[src/rtl/mac_pkg.sv]
// Shared types and default sizing for the multiply-accumulate stage.
package mac_pkg;

  localparam int P_W_DEF       = 8;
  localparam int ACC_W_DEF     = 12;
  localparam int MAX_TERMS_DEF = 16;
  // Largest product a 4x4 multiplier emits (15*15).
  localparam int P_MAX         = 225;

  typedef enum logic [1:0] {
    IDLE  = 2'd0,
    ACCUM = 2'd1,
    HOLD  = 2'd2
  } state_e;

endpackage

[src/rtl/acc_ripple_adder.sv]
// Ripple-carry adder built from full-adder cells, matching the multiplier datapath.
module fulladder (
  input  logic a_i,
  input  logic b_i,
  input  logic c_i,
  output logic s_o,
  output logic c_o
);
  assign s_o = a_i ^ b_i ^ c_i;
  assign c_o = (a_i & b_i) | (c_i & (a_i ^ b_i));
endmodule

module acc_ripple_adder #(
  parameter int W = 12
) (
  input  logic [W-1:0] a_i,
  input  logic [W-1:0] b_i,
  output logic [W-1:0] sum_o,
  output logic         cout_o
);
  logic [W:0] carry;

  assign carry[0] = 1'b0;

  for (genvar i = 0; i < W; i++) begin : g_fa
    fulladder u_fa (
      .a_i (a_i[i]),
      .b_i (b_i[i]),
      .c_i (carry[i]),
      .s_o (sum_o[i]),
      .c_o (carry[i+1])
    );
  end

  assign cout_o = carry[W];
endmodule

[src/rtl/mac_accumulator.sv]
// Frame accumulator: sums a stream of products into a dot product and hands it off on valid/ready.
module mac_accumulator
  import mac_pkg::*;
#(
  parameter int P_W       = P_W_DEF,
  parameter int ACC_W     = ACC_W_DEF,
  parameter int MAX_TERMS = MAX_TERMS_DEF,
  parameter int CNT_W     = $clog2(MAX_TERMS + 1)
) (
  input  logic             clk,
  input  logic             rst_n,
  input  logic             clr,
  input  logic             in_valid,
  output logic             in_ready,
  input  logic [P_W-1:0]   in_p,
  input  logic             in_last,
  output logic             out_valid,
  input  logic             out_ready,
  output logic [ACC_W-1:0] out_sum,
  output logic [CNT_W-1:0] out_count,
  output logic             out_ovf,
  output logic             out_forced
);

  // Handshake: a beat transfers on a rising edge where valid and ready are both high;
  // ready never depends on valid, and a presented result stays stable until it transfers.

  state_e             state_q, state_d;
  logic [ACC_W-1:0]   acc_q, acc_d;
  logic [CNT_W-1:0]   cnt_q, cnt_d;
  logic               ovf_q, ovf_d;
  logic [ACC_W-1:0]   out_sum_q, out_sum_d;
  logic [CNT_W-1:0]   out_count_q, out_count_d;
  logic               out_ovf_q, out_ovf_d;
  logic               out_forced_q, out_forced_d;

  logic               frame_open;
  logic               accept;
  logic               close;
  logic [ACC_W-1:0]   add_a;
  logic [ACC_W-1:0]   add_b;
  logic [ACC_W-1:0]   add_sum;
  logic               add_cout;
  logic [CNT_W-1:0]   cnt_inc;
  logic               ovf_inc;

  assign frame_open = (state_q == ACCUM);
  assign in_ready   = (state_q != HOLD) && !clr;
  assign accept     = in_valid && in_ready;

  // The first beat of a frame adds onto zero so stale accumulator contents never leak in.
  assign add_a   = frame_open ? acc_q : '0;
  assign add_b   = {{(ACC_W - P_W){1'b0}}, in_p};
  assign cnt_inc = (frame_open ? cnt_q : '0) + CNT_W'(1);
  assign ovf_inc = (frame_open && ovf_q) || add_cout;
  assign close   = in_last || (cnt_inc == CNT_W'(MAX_TERMS));

  acc_ripple_adder #(
    .W (ACC_W)
  ) u_adder (
    .a_i    (add_a),
    .b_i    (add_b),
    .sum_o  (add_sum),
    .cout_o (add_cout)
  );

  always_comb begin
    state_d      = state_q;
    acc_d        = acc_q;
    cnt_d        = cnt_q;
    ovf_d        = ovf_q;
    out_sum_d    = out_sum_q;
    out_count_d  = out_count_q;
    out_ovf_d    = out_ovf_q;
    out_forced_d = out_forced_q;

    if (clr) begin
      state_d = IDLE;
      acc_d   = '0;
      cnt_d   = '0;
      ovf_d   = 1'b0;
    end else if (state_q == HOLD) begin
      if (out_ready) begin
        state_d = IDLE;
        acc_d   = '0;
        cnt_d   = '0;
        ovf_d   = 1'b0;
      end
    end else if (accept) begin
      acc_d = add_sum;
      cnt_d = cnt_inc;
      ovf_d = ovf_inc;
      if (close) begin
        state_d      = HOLD;
        out_sum_d    = add_sum;
        out_count_d  = cnt_inc;
        out_ovf_d    = ovf_inc;
        out_forced_d = !in_last;
      end else begin
        state_d = ACCUM;
      end
    end
  end

  always_ff @(posedge clk or negedge rst_n) begin
    if (!rst_n) begin
      state_q      <= IDLE;
      acc_q        <= '0;
      cnt_q        <= '0;
      ovf_q        <= 1'b0;
      out_sum_q    <= '0;
      out_count_q  <= '0;
      out_ovf_q    <= 1'b0;
      out_forced_q <= 1'b0;
    end else begin
      state_q      <= state_d;
      acc_q        <= acc_d;
      cnt_q        <= cnt_d;
      ovf_q        <= ovf_d;
      out_sum_q    <= out_sum_d;
      out_count_q  <= out_count_d;
      out_ovf_q    <= out_ovf_d;
      out_forced_q <= out_forced_d;
    end
  end

  // HOLD is entered only by a registered close, so out_valid is a pure state decode.
  assign out_valid  = (state_q == HOLD);
  assign out_sum    = out_sum_q;
  assign out_count  = out_count_q;
  assign out_ovf    = out_ovf_q;
  assign out_forced = out_forced_q;

endmodule

[config.mk]
export PLATFORM = sky130hd
export DESIGN_NAME = mac_accumulator
export DESIGN_NICKNAME = d
export VERILOG_FILES = /design/src/rtl/mac_pkg.sv /design/src/rtl/acc_ripple_adder.sv /design/src/rtl/mac_accumulator.sv
export SDC_FILE = /design/constraint.sdc
export NUM_CORES = 1
export LEC_CHECK = 0
export CAP_MARGIN = 20
export CELL_PAD_IN_SITES_DETAIL_PLACEMENT = 0
export CELL_PAD_IN_SITES_GLOBAL_PLACEMENT = 1
export CORE_MARGIN = 4
export CORE_UTILIZATION = 46
export CTS_BUF_LIST = sky130_fd_sc_hd__clkbuf_4
export DETAILED_ROUTE_END_ITERATION = 16
export PLACE_DENSITY = 0.92
export SLEW_MARGIN = 20
export SYNTH_ARGS = -nofsm -noshare
export SYNTH_HDL_FRONTEND = slang
export SYNTH_SLANG_ARGS = --single-unit
[constraint.sdc]
create_clock -name clk -period 10.8 [get_ports clk]
set_input_delay 1.62 -clock clk [delete_from_list [all_inputs] [get_ports clk]]
set_output_delay 1.62 -clock clk [all_outputs]
set_load 0.02 [all_outputs]
==> flow_summary.ini <==
[cells_and_area]
drive_above_1_share_pct = 11.4
instances_no_fill = 271
layout_commonest_cell = dfrtp_1
fin_nets = 246
final_util_pct = 58.4
syn2layout_area_growth_pct = 23.3
antennaDiodeCount = 0
seq_area_um2 = 976
final_cell_mix = dfrtp_1 (39), clkdlybuf4s50_1 (33), nand2_1 (23)
fillers = 396
fin_area_mm2 = 0.00252
multiInputGateArea_um2 = 957

[logic_synthesis]
synth_ff_type = dfrtp_1
synth_cell_types = 36
ys_seq_area_share_pct = 47.6
syn_nets = 211
async_reset_ff_share_pct = 100
synthCells = 183
yosys_warnings = 0
synth_edf_count = 0
ys_ff_latch = 39
synth.avg_cell_area_um2 = 11.2
syn_area_mm2 = 0.00205

[floorplan]
die-area_mm2 = 0.00558
core_mm2 = 0.00432
num_rows = 24
pin_count = 35
initial_core_util_pct = 47.4
die_w_um = 74.7
dieHeight_um = 74.7

[timing]
setup_viol = 0
fin_skew_ns = 0.0125
fin_crit_sh_pct = 53.0
tightest_slew_ns = 0.943
fin_ws_ns = 5.08
setup_tns_ns = 0
finalHoldViolCount = 0
clock.fmax_ghz = 0.175
min_period_ns = 5.72
timing.slew.headroom_pct = 37.0
slew_viol_final = 0
rsz0062_at_grt = no

[worst_setup_path]
rr_startpoint = state_q[0]
crit_end = out_sum[11]
arrival_ns = 5.96
crit_type = input pin to register
slowest_delay_ns = 0.46
cp_num_buf_inv = 3
worstSetupStartpoint = in_p[0]
path_max_fanout = 2
cp-end-kind = register
start_kind = input pin
crit_top_cell = fa_1
crit_required_ns = 11.04
critPathSlowestCell = clkdlybuf4s50_1
cp_num_cells = 16
path_delay_family = adder cells
r2r_cells = 17
r2r_slack_ns = 5.33
cp_cell_sequence = clkdlybuf4s50_1 > ha_1 > inv_1 > fa_1 > fa_1 > fa_1 > fa_1 > fa_1 > fa_1 > fa_1 > inv_1 > ha_1 > ha_1 > ha_1 > ha_1 > mux2_2
rr_endpoint = out_sum[11]

[detailed_routing]
dr.pass1.iters = 4
vias = 1402
drc = 0
vias_per_cell = 5.17
drt_wl_total_um = 3940
wl_per_cell_um = 14.5
drt_iter0_markers = 78
antenna_left = 0

[clock_tree]
cts_buffers = 5
cts_max_level = 2
cts_buffer_depth = 2
clk_pin_slew_ns = 0.12
postCtsSetupBuffers = 0
postCtsHoldBufs = 0
clk_latency_ns = 0.35
clock-sinks = 39
tritoncts = done
cts_root_buffer = clkbuf_4
cts_resized = 0

[min_path]
min-delay-start = acc_q[5]
hp-class = register to register

[grt]
overflow = 0
grt_pass1_vias = 1365
grtUsageTotal_pct = 16.1
grt_pass1_wl_um = 6790
grt_start_max_net_pins = 40
antenna_found_initial = 0

[flow_run]
cap_viol_max_count = 0

[placed_design]
place_congestion = 0.815
dpl_cell_area_mm2 = 0.00242
dp_cells = 263
post-place-ws_ns = 4.66
io_buffer_count = 34
dp_hpwl_um = 2760

[status]
outcome = finished clean

[power_and_ir_drop]
leakage_nw = 1.26
ir_drop_uv = 88.1
p_per_area_mw_per_mm2 = 140
power breakdown:
group	switching, mW	total [mW]	internal, mW
sequential	0.00648	0.164	0.158
clock	0.0485	0.123	0.0747
combinational	0.0346	0.0651	0.0305
cells in the mapped netlist, types with 2 or more instances:
cell / n / share of area, %
a21oi_1: 3 / 0.73
a22o_1: 8 / 3.4
and2_1: 6 / 1.8
and3b_1: 2 / 0.86
buf_6: 2 / 1.1
clkbuf_1: 5 / 0.92
dfrtp_1: 39 / 48
fa_1: 7 / 6.8
ha_1: 7 / 4.3
inv_1: 21 / 3.8
mux2_2: 7 / 3.8
mux2i_1: 9 / 4.4
nand2_1: 23 / 4.2
nand2b_1: 4 / 1.2
nand3_1: 2 / 0.49
nor2_1: 5 / 0.92
nor3_1: 2 / 0.49
o21ai_0: 11 / 2.7
xor2_1: 3 / 1.3
registers in the layout, indices dropped and copies added (netlist names):
signal	cells
state_q	2
acc_q	12
cnt_q	5
out_forced	1
out_ovf	1
out_count	5
out_sum	12
ovf_q	1
through the flow:
| step | hold slack, ns | power, mW |
|---|---|---|
| finish | 0.500 | 0.353 |
| global route | 0.524 | 0.369 |
| CTS | 0.506 | 0.357 |
| detailed placement | 0.478 | 0.233 |
| global placement | 0.464 | 0.232 |
| floorplan | 0.450 | 0.200 |
worst min-delay path, stage by stage, from the launching register on:
cell     delay [ns]
dfrtp_1        0.37
nand2_1        0.05
o21ai_0        0.06
layout make-up:
cell class / count / area share (%)
Inverter: 21 / 3.12
Timing Repair Buffer: 35 / 13.6
Clock buffer: 6 / 1.78
Multi-Input combinational cell: 116 / 37.9
Tap cell: 52 / 2.58
Sequential cell: 39 / 38.7
Clock inverter: 2 / 2.38
per-layer routing:
metal,track usage (%),vias up,wire length (µm)
met5,0,-,0
met4,7.11,0,47
met3,3.74,7,191
met2,23.5,29,1830
met1,22.9,678,1870
li1,-,688,-
worst min path at each step:
stage	to	slack, ns	cells past startpoint
6_report	acc_q[5]	0.50	2
5_1_grt	out_count[3]	0.52	1
4_1_cts	acc_q[5]	0.51	2
3_5_place_dp	acc_q[5]	0.48	2
3_3_place_gp	acc_q[6]	0.46	2
2_1_floorplan	acc_q[1]	0.45	2
logic make-up after synthesis:
logic type               Yosys count  synth area share (%)
XOR/XNOR                           3                  1.28
flip-flops                        39                  47.6
AO/OA/AOI/OAI                     31                  12.0
adder cells (fa/ha/maj)           14                  11.1
buffers and inverters             28                  5.86
AND/OR/NAND/NOR                   52                  13.8
multiplexers                      16                  8.25
Note: power is estimated with default switching activity, not from simulation.
